[src/rtl/clock_mode_fsm.sv]
// Time-of-day clock with alarm, driven by button event pulses.
// Owns the prescaler, set/alarm-edit modes and alarm ring timing.
module clock_mode_fsm #(
  parameter int TICKS_PER_SEC = 1000000,
  parameter int RING_SECS     = 60
) (
  input  logic       mclk,
  input  logic       rst,
  input  logic       ev_set,
  input  logic       ev_alarm,
  input  logic       ev_b0,
  input  logic       ev_b1,
  output logic [2:0] mode,
  output logic [4:0] disp_hh,
  output logic [5:0] disp_mm,
  output logic [5:0] disp_ss,
  output logic       blink,
  output logic       sec_tick,
  output logic       alarm_en,
  output logic       alarm_ring
);

  localparam int CW = (TICKS_PER_SEC > 1) ? $clog2(TICKS_PER_SEC) : 1;
  localparam int RW = $clog2(RING_SECS + 1);
  localparam logic [CW-1:0] CNT_TOP  = CW'(TICKS_PER_SEC - 1);
  localparam logic [CW-1:0] CNT_HALF = CW'(TICKS_PER_SEC / 2);
  localparam logic [RW-1:0] RING_TOP = RW'(RING_SECS - 1);

  typedef enum logic [2:0] {
    RUN    = 3'd0,
    SET_HH = 3'd1,
    SET_MM = 3'd2,
    ALM_HH = 3'd3,
    ALM_MM = 3'd4
  } mode_e;

  mode_e mode_q, mode_d;

  logic [CW-1:0] cnt_q, cnt_d;
  logic [4:0]    hh_q, hh_d;
  logic [5:0]    mm_q, mm_d;
  logic [5:0]    ss_q, ss_d;
  logic [4:0]    ahh_q, ahh_d;
  logic [5:0]    amm_q, amm_d;
  logic          en_q, en_d;
  logic          ring_q, ring_d;
  logic [RW-1:0] rcnt_q, rcnt_d;
  logic          tick_q, tick_d;
  logic          blink_q, blink_d;
  logic [4:0]    dhh_q, dhh_d;
  logic [5:0]    dmm_q, dmm_d;
  logic [5:0]    dss_q, dss_d;

  logic any_ev;
  logic act_set, act_alm, act_b0, act_b1;
  logic in_set, wrap, match;

  function automatic logic [5:0] inc_mod(
    input logic [5:0] v,
    input logic [5:0] top
  );
    return (v == top) ? 6'd0 : v + 6'd1;
  endfunction

  function automatic logic [5:0] dec_mod(
    input logic [5:0] v,
    input logic [5:0] top
  );
    return (v == 6'd0) ? top : v - 6'd1;
  endfunction

  // A ringing alarm swallows every event; otherwise only the top one acts.
  assign any_ev  = ev_set | ev_alarm | ev_b0 | ev_b1;
  assign act_set = ~ring_q & ev_set;
  assign act_alm = ~ring_q & ~ev_set & ev_alarm;
  assign act_b0  = ~ring_q & ~ev_set & ~ev_alarm & ev_b0;
  assign act_b1  = ~ring_q & ~ev_set & ~ev_alarm & ~ev_b0 & ev_b1;

  assign in_set = (mode_q == SET_HH) || (mode_q == SET_MM);
  assign wrap   = ~in_set && (cnt_q == CNT_TOP);

  always_ff @(posedge mclk or negedge rst) begin
    if (!rst) begin
      mode_q  <= RUN;
      cnt_q   <= '0;
      hh_q    <= '0;
      mm_q    <= '0;
      ss_q    <= '0;
      ahh_q   <= '0;
      amm_q   <= '0;
      en_q    <= 1'b0;
      ring_q  <= 1'b0;
      rcnt_q  <= '0;
      tick_q  <= 1'b0;
      blink_q <= 1'b1;
      dhh_q   <= '0;
      dmm_q   <= '0;
      dss_q   <= '0;
    end else begin
      mode_q  <= mode_d;
      cnt_q   <= cnt_d;
      hh_q    <= hh_d;
      mm_q    <= mm_d;
      ss_q    <= ss_d;
      ahh_q   <= ahh_d;
      amm_q   <= amm_d;
      en_q    <= en_d;
      ring_q  <= ring_d;
      rcnt_q  <= rcnt_d;
      tick_q  <= tick_d;
      blink_q <= blink_d;
      dhh_q   <= dhh_d;
      dmm_q   <= dmm_d;
      dss_q   <= dss_d;
    end
  end

  always_comb begin
    mode_d = mode_q;
    unique case (mode_q)
      RUN: begin
        if (act_set) mode_d = SET_HH;
        else if (act_alm) mode_d = ALM_HH;
      end
      SET_HH: if (act_set) mode_d = SET_MM;
      SET_MM: if (act_set) mode_d = RUN;
      ALM_HH: if (act_alm) mode_d = ALM_MM;
      ALM_MM: if (act_alm) mode_d = RUN;
      default: mode_d = RUN;
    endcase
  end

  always_comb begin
    cnt_d  = cnt_q;
    hh_d   = hh_q;
    mm_d   = mm_q;
    ss_d   = ss_q;
    ahh_d  = ahh_q;
    amm_d  = amm_q;
    en_d   = en_q;
    ring_d = ring_q;
    rcnt_d = rcnt_q;

    if (!in_set) cnt_d = wrap ? '0 : cnt_q + 1'b1;

    if (wrap) begin
      if (ss_q == 6'd59) begin
        ss_d = 6'd0;
        if (mm_q == 6'd59) begin
          mm_d = 6'd0;
          hh_d = 5'(inc_mod({1'b0, hh_q}, 6'd23));
        end else begin
          mm_d = mm_q + 6'd1;
        end
      end else begin
        ss_d = ss_q + 6'd1;
      end
    end

    // Edits are applied after the carry so a stored edit beats it.
    unique case (mode_q)
      RUN: if (act_b0) en_d = ~en_q;
      SET_HH: begin
        if (act_b0) hh_d = 5'(inc_mod({1'b0, hh_q}, 6'd23));
        if (act_b1) hh_d = 5'(dec_mod({1'b0, hh_q}, 6'd23));
      end
      SET_MM: begin
        if (act_b0) mm_d = inc_mod(mm_q, 6'd59);
        if (act_b1) mm_d = dec_mod(mm_q, 6'd59);
        if (act_set) begin
          ss_d  = 6'd0;
          cnt_d = '0;
        end
      end
      ALM_HH: begin
        if (act_b0) ahh_d = 5'(inc_mod({1'b0, ahh_q}, 6'd23));
        if (act_b1) ahh_d = 5'(dec_mod({1'b0, ahh_q}, 6'd23));
      end
      ALM_MM: begin
        if (act_b0) amm_d = inc_mod(amm_q, 6'd59);
        if (act_b1) amm_d = dec_mod(amm_q, 6'd59);
      end
      default: ;
    endcase

    if (ring_q) begin
      if (any_ev) begin
        ring_d = 1'b0;
      end else if (tick_q) begin
        if (rcnt_q == RING_TOP) ring_d = 1'b0;
        else rcnt_d = rcnt_q + 1'b1;
      end
    end else if (match) begin
      ring_d = 1'b1;
      rcnt_d = '0;
    end
    if (!en_d) ring_d = 1'b0;
  end

  // Match is seen in the sec_tick cycle, so ring rises one cycle later.
  assign match = tick_q && en_q && !in_set && (ss_q == 6'd0) &&
                 (hh_q == ahh_q) && (mm_q == amm_q);

  always_comb begin
    tick_d  = wrap;
    blink_d = (cnt_d < CNT_HALF);
    dss_d   = ss_d;
    dhh_d   = hh_d;
    dmm_d   = mm_d;
    if ((mode_d == ALM_HH) || (mode_d == ALM_MM)) begin
      dhh_d = ahh_d;
      dmm_d = amm_d;
    end
  end

  assign mode       = mode_q;
  assign disp_hh    = dhh_q;
  assign disp_mm    = dmm_q;
  assign disp_ss    = dss_q;
  assign blink      = blink_q;
  assign sec_tick   = tick_q;
  assign alarm_en   = en_q;
  assign alarm_ring = ring_q;

endmodule

[config.mk]
export PLATFORM = sky130hd
export DESIGN_NAME = clock_mode_fsm
export DESIGN_NICKNAME = d
export VERILOG_FILES = /design/src/rtl/clock_mode_fsm.sv
export SDC_FILE = /design/constraint.sdc
export NUM_CORES = 1
export LEC_CHECK = 0
export CORE_ASPECT_RATIO = 1.75
export CORE_MARGIN = 2
export CORE_UTILIZATION = 65
export CTS_BUF_LIST = sky130_fd_sc_hd__clkbuf_2 sky130_fd_sc_hd__clkbuf_4 sky130_fd_sc_hd__clkbuf_8
export DETAILED_ROUTE_END_ITERATION = 12
export HOLD_SLACK_MARGIN = 0.08
export PLACE_DENSITY = 0.95
export REMOVE_ABC_BUFFERS = 1
export SETUP_SLACK_MARGIN = 0.5
export SYNTH_ARGS = -nofsm -noshare
export SYNTH_HDL_FRONTEND = slang
export SYNTH_SLANG_ARGS = --single-unit
[constraint.sdc]
create_clock -name mclk -period 3.55 [get_ports mclk]
set_input_delay 0.5325 -clock mclk [delete_from_list [all_inputs] [get_ports mclk]]
set_output_delay 0.5325 -clock mclk [all_outputs]
set_load 0.01 [all_outputs]
# == Yosys cells after proc, flatten, opt, wreduce, memory -nomap -nowiden ==
# Index checks and enable logic that the tools add are counted.
# word_totals
reg_bits,72
in_bits,6
# classes
n_addsub,11
order_cmp,1
n_eq_ne,18
mux,55
n_bitwise,16
reduce_logical,17
# ops
cell,n
2-to-1 mux 6 bit,22
2-to-1 mux 20 bit,4
2-to-1 mux 5 bit,14
adder 6 x 1 -> 6 bit (second input constant),4
equality test 6 bit (second input constant),4
adder 20 x 1 -> 20 bit (second input constant),1
equality test 20 bit (second input constant),1
less-than comparator 20 x 19 -> 1 bit (second input constant),1
zero test 6 bit,3
2-to-1 mux 3 bit,6
case mux 3 bit (5 select lines),1
subtractor 6 x 1 -> 6 bit (second input constant),2
adder 5 x 1 -> 5 bit (second input constant),2
equality test 5 bit (second input constant),2
zero test 5 bit,2
subtractor 5 x 1 -> 5 bit (second input constant),2
equality test 3 x 2 -> 1 bit (second input constant),3
2-to-1 mux 1 bit,8
bitwise AND 1 bit,7
equality test 3 bit (second input constant),2
equality test 6 bit,1
logical AND 1 bit,6
NOT 1 bit,6
equality test 5 bit,1
9 further kinds,13

# == Longest topological paths before layout ==
# logic_depth
depth_word,10
mapped_depth,10
mapped_depth_nobuf,9

# == Least setup slack after synthesis ==
# OpenSTA, ideal clock, no wires.
# synth_timing
kind,register to register
startpoint,register cnt_q[7]
endpoint,register dhh_q[4] (netlist: disp_hh[4])
setup_ns,0.125
arrival_ns,2.314
setup_slack_ns,1.111
path_stages_with_launch,10
path_cell_list,dfrtp_1 buf_6 or4_4 nor4_4 and4_4 buf_8 a31oi_1 a211oi_2 a311oi_1 mux2_4
# synth_between
elab_chain_len,7
# synth_rtl
item,line,source
start: declaration,39,"logic [CW-1:0] cnt_q, cnt_d;"
start signal: assignment,101,cnt_q <= cnt_d;
equality test 20 bit *,80,assign wrap = ~in_set && (cnt_q == CNT_TOP);
logical AND 1 bit *,80,
2-to-1 mux 5 bit *,146,if (wrap) begin
2-to-1 mux 5 bit,164,"if (act_b0) hh_d = 5'(inc_mod({1'b0, hh_q}, 6'd23));"
2-to-1 mux 5 bit,165,"if (act_b1) hh_d = 5'(dec_mod({1'b0, hh_q}, 6'd23));"
2-to-1 mux 5 bit *,161,unique case (mode_q)
via hh_d[4],40,"logic [4:0] hh_q, hh_d;"
2-to-1 mux 5 bit *,210,if ((mode_d == ALM_HH) || (mode_d == ALM_MM)) begin
via dhh_d[4],50,"logic [4:0] dhh_q, dhh_d;"
end signal: assignment,112,dhh_q <= dhh_d;
end: declaration,50,
# Mark *: on every way through the listed nets, which the timed path passes. The rest lies on a longest branch.
# A chain may end at the register's enable or synchronous reset.

# == Worst setup path after layout ==
# layout_timing
startpoint,register cnt_q[7]
endpoint,register mm_q[5]
# layout_between
elab_chain_len,6
# layout_rtl
item,line,source
equality test 20 bit *,80,
logical AND 1 bit *,80,
2-to-1 mux 6 bit *,146,
2-to-1 mux 6 bit,168,"if (act_b0) mm_d = inc_mod(mm_q, 6'd59);"
2-to-1 mux 6 bit,169,"if (act_b1) mm_d = dec_mod(mm_q, 6'd59);"
2-to-1 mux 6 bit *,161,
via mm_d[5],41,"logic [5:0] mm_q, mm_d;"
end signal: assignment,103,mm_q <= mm_d;
end: declaration,41,
# Marks and branches as above.

==> impl_metrics.sql <==
INSERT INTO impl_metrics (metric_group, metric, value, unit) VALUES
('logic_synthesis', 'synth.largest_area_cell', 'sky130_fd_sc_hd__dfrtp_1', ''),
('cts', 'cts_root_buf', 'sky130_fd_sc_hd__clkbuf_8', ''),
('die', 'initial_utilization', '67.3', '%'),
('sta', 'tightestPinTransition', '0.935', 'ns'),
('cts', 'cts_made_buffers', '9', ''),
('setup_path', 'timing_worst_setup_path_type', 'flip-flop to flip-flop', ''),
('drt', 'vias', '4424', ''),
('setup_path', 'cp_data_required_time', '3.76', 'ns'),
('logic_synthesis', 'synth-edff-count', '0', ''),
('logic_synthesis', 'syn-instance-count', '561', ''),
('sta', 'setup_tns', '0', 'ns'),
('cells_and_area', 'num_antenna_cells', '0', ''),
('drt', 'dr_wl_cell', '19.7', 'um'),
('die', 'row_count', '41', ''),
('logic_synthesis', 'synth_ff_type', 'sky130_fd_sc_hd__dfrtp_1', ''),
('sta', 'skew', '0.0119', 'ns'),
('placement', 'place.gp.congestion', '0.956', ''),
('cts', 'clock_tree.htree_level_count', '3', ''),
('die', 'die_area', '8280', 'um^2'),
('power', 'pleak', '2.23', 'nW'),
('die', 'die-height', '119', 'um'),
('setup_path', 'critPathCaptureType', 'flip-flop', ''),
('die', 'coreArea', '7280', 'um^2'),
('grt', 'overflow', '0', ''),
('cells_and_area', 'layout.filler_cells', '521', ''),
('cts', 'post_cts_buffers', '0', ''),
('grt', 'via_count_of_the_first_global_routing_pass', '4402', ''),
('drt', 'drt_iter0_markers', '377', ''),
('flow_run', 'cap_viol_max_count', '0', ''),
('logic_synthesis', 'postSynthRegisterBits', '72', ''),
('logic_synthesis', 'post_synth_main_area_contributors', 'sky130_fd_sc_hd__dfrtp_1, sky130_fd_sc_hd__nor2_1, sky130_fd_sc_hd__xor2_1', ''),
('hold_path', 'timing.hold.worst.class', 'input pin to asynchronous set/reset pin', ''),
('cts', 'clock_sink_count', '72', ''),
('logic_synthesis', 'yosys_warnings', '0', ''),
('power', 'power_density', '684', 'nW/um^2'),
('logic_synthesis', 'syn-mean-instance-area', '8.74', 'um^2'),
('cts', 'clk_path_buf_depth', '2', ''),
('cells_and_area', 'layout-area-overhead-vs-synth', '8.78', '%'),
('drt', 'number_of_detailed_route_iterations_in_the_first_pass', '6', ''),
('sta', 'maxSlewHeadroom', '37.7', '%'),
('placement', 'dp_cells', '647', ''),
('placement', 'place.port_buffers', '29', ''),
('setup_path', 'worstSetupStartpointType', 'flip-flop', ''),
('grt', 'antenna_found_initial', '0', ''),
('cts', 'cts_hold_buf', '0', ''),
('sta', 'timing.final.crit_share', '81.6', '%'),
('drt', 'routed_wl', '13100', 'um'),
('placement', 'detailed_place_hpwl', '9310', 'um'),
('sta', 'rsz0062_at_grt', 'false', ''),
('sta', 'drv_slew', '0', ''),
('setup_path', 'data_arrival_critical_path', '3.11', 'ns'),
('logic_synthesis', 'synth_sequential_area_ratio', '36.8', '%'),
('power', 'peakVddDrop', '0.000472', 'V'),
('run_status', 'status', 'completed', ''),
('drt', 'vias_per_cell', '6.67', ''),
('cts', 'clk_pin_slew_worst_paths', '0.09', 'ns'),
('die', 'ioPinCount', '30', ''),
('logic_synthesis', 'synthesis.area', '4900', 'um^2'),
('grt', 'global_route.usage.total', '32.4', '%'),
('cells_and_area', 'layout.cells.non_filler', '663', ''),
('sta', 'hold_viol_final', '0', ''),
('cts', 'clk-insertion-delay-late', '0.37', 'ns'),
('drt', 'detail_route.drc_violations', '0', ''),
('die', 'die_w', '69.7', 'um'),
('logic_synthesis', 'yosysUniqueCellTypes', '78', ''),
('logic_synthesis', 'post-synth-top-area-fraction', '36.2', '%'),
('setup_path', 'path_max_fanout', '9', ''),
('sta', 'final.min_clock_period', '2.90', 'ns'),
('logic_synthesis', 'synth.top_cells.by_count', 'sky130_fd_sc_hd__dfrtp_1, sky130_fd_sc_hd__nor2_1, sky130_fd_sc_hd__nand2_1, sky130_fd_sc_hd__nand3_1, sky130_fd_sc_hd__inv_1', ''),
('cells_and_area', 'nNetsFinal', '592', ''),
('logic_synthesis', 'synth-async-reset-ratio', '100', '%'),
('grt', 'grt_first_pass_wirelength', '21300', 'um'),
('grt', 'grt_start_max_net_pins', '73', ''),
('sta', 'timing.final.setup_violations', '0', ''),
('drt', 'final_antenna_net_count', '0', ''),
('sta', 'max_freq', '345', 'MHz'),
('cts', 'clock_tree_from_tritoncts', 'built', ''),
('logic_synthesis', 'most_frequent_cell_after_synthesis', 'sky130_fd_sc_hd__dfrtp_1', ''),
('cells_and_area', 'drive_above_1_share', '9.88', '%');
-- area by class of cell --
type                       instances  area (um^2)  share of cell area (%)
multi-input combinational        423         2760                    51.7
sequential                        72         1810                    33.8
timing repair buffer              38          353                    6.62
clock buffer                       9          124                    2.32
tap                               86          108                    2.02
inverter                          28          105                    1.97
clock inverter                     7         80.1                    1.50
-- worst max-delay path, cell delays in order, from the launching register on --
cell and delay [ns]:
sky130_fd_sc_hd__dfrtp_1 0.49, sky130_fd_sc_hd__or4_4 0.57, sky130_fd_sc_hd__nor4_4 0.35, sky130_fd_sc_hd__nand3_1 0.26
sky130_fd_sc_hd__nand2_1 0.28, sky130_fd_sc_hd__mux2_2 0.36, sky130_fd_sc_hd__o21ai_0 0.28, sky130_fd_sc_hd__o21ai_0 0.15
-- kinds of logic after synthesis --
| group | share of synthesized area (%) |
|---|---|
| simple gates | 23.5 |
| compound gates | 17.1 |
| flops | 36.8 |
| buf+inv | 6.97 |
| xor+xnor | 8.57 |
| mux | 3.57 |
| fa+ha+maj | 3.57 |
-- sequential cells by signal (all words and copies together), names as in the netlist, 3 cells and up --
signal / cells
mm_q: 6
rcnt_q: 6
disp_mm: 6
hh_q: 5
disp_hh: 5
mode: 3
disp_ss: 6
cnt_q: 20
amm_q: 6
ahh_q: 5
-- per-stage QoR --
step	cell area (um^2)	hold slack, ns	util (%)	setup slack, ns	total power, mW
5_1_grt	5330	0.470	73.2	0.565	3.86
6_report	5330	0.372	73.2	0.652	3.65
3_5_place_dp	5130	0.538	70.4	0.526	2.91
2_1_floorplan	4670	0.237	-	0.912	2.36
4_1_cts	5330	0.410	73.2	0.631	3.61
3_3_place_gp	5130	0.514	70.4	0.646	2.84
-- worst paths after layout --
path / start / to / slack, ns / cells after the start
min in group mclk: alarm_en / alarm_en / 0.56 / 1
max reg2reg: cnt_q[7] / mm_q[5] / 0.65 / 7
min reg2reg: alarm_en / alarm_en / 0.56 / 1
max in group asynchronous: rst / mode[1] / 2.50 / 2
max: cnt_q[7] / mm_q[5] / 0.65 / 7
min: rst / cnt_q[7] / 0.37 / 2
-- cell usage in the layout, fill, tap and decap left out, types with 5 or more instances in the layout --
cell type,instances
sky130_fd_sc_hd__nor2_1,64
sky130_fd_sc_hd__a211oi_1,5
sky130_fd_sc_hd__xor2_1,26
sky130_fd_sc_hd__ha_1,14
sky130_fd_sc_hd__nand3_1,30
sky130_fd_sc_hd__buf_4,9
sky130_fd_sc_hd__o21ai_0,23
sky130_fd_sc_hd__a21oi_1,25
sky130_fd_sc_hd__nand2b_1,6
sky130_fd_sc_hd__nor3_1,13
sky130_fd_sc_hd__and2_1,5
sky130_fd_sc_hd__inv_1,27
sky130_fd_sc_hd__dfrtp_1,69
sky130_fd_sc_hd__xnor2_1,22
sky130_fd_sc_hd__o22ai_1,7
sky130_fd_sc_hd__nand2_1,45
sky130_fd_sc_hd__o21a_1,6
sky130_fd_sc_hd__a31oi_1,9
sky130_fd_sc_hd__clkbuf_8,9
sky130_fd_sc_hd__mux2_2,8
sky130_fd_sc_hd__or3_1,7
sky130_fd_sc_hd__and3_1,6
sky130_fd_sc_hd__nand4_1,14
sky130_fd_sc_hd__mux2i_1,7
sky130_fd_sc_hd__clkdlybuf4s50_1,28
-- timing repair --
action | in CTS | in global routing
resized for setup | 0 | 2
hold endpoints to repair | 0 | 0
endpoints found under the setup margin | 0 | 2
-- power by group --
part | internal [mW] | switching, mW | leakage [nW]
clock | 0.333 | 0.348 | 0.102
sequential | 1.04 | 0.401 | 0.925
combinational | 0.699 | 0.826 | 1.20
-- metal layers --
| metal | track usage [%] | vias to the layer above | share of wire, % |
|---|---|---|---|
| met5 | 0 | - | 0 |
| li1 | - | 2019 | - |
| met2 | 57.3 | 218 | 54 |
| met1 | 34.9 | 2135 | 35 |
| met4 | 19.8 | 0 | 5.2 |
| met3 | 6.51 | 52 | 6.0 |
Note: power is estimated with default switching activity, not from simulation.
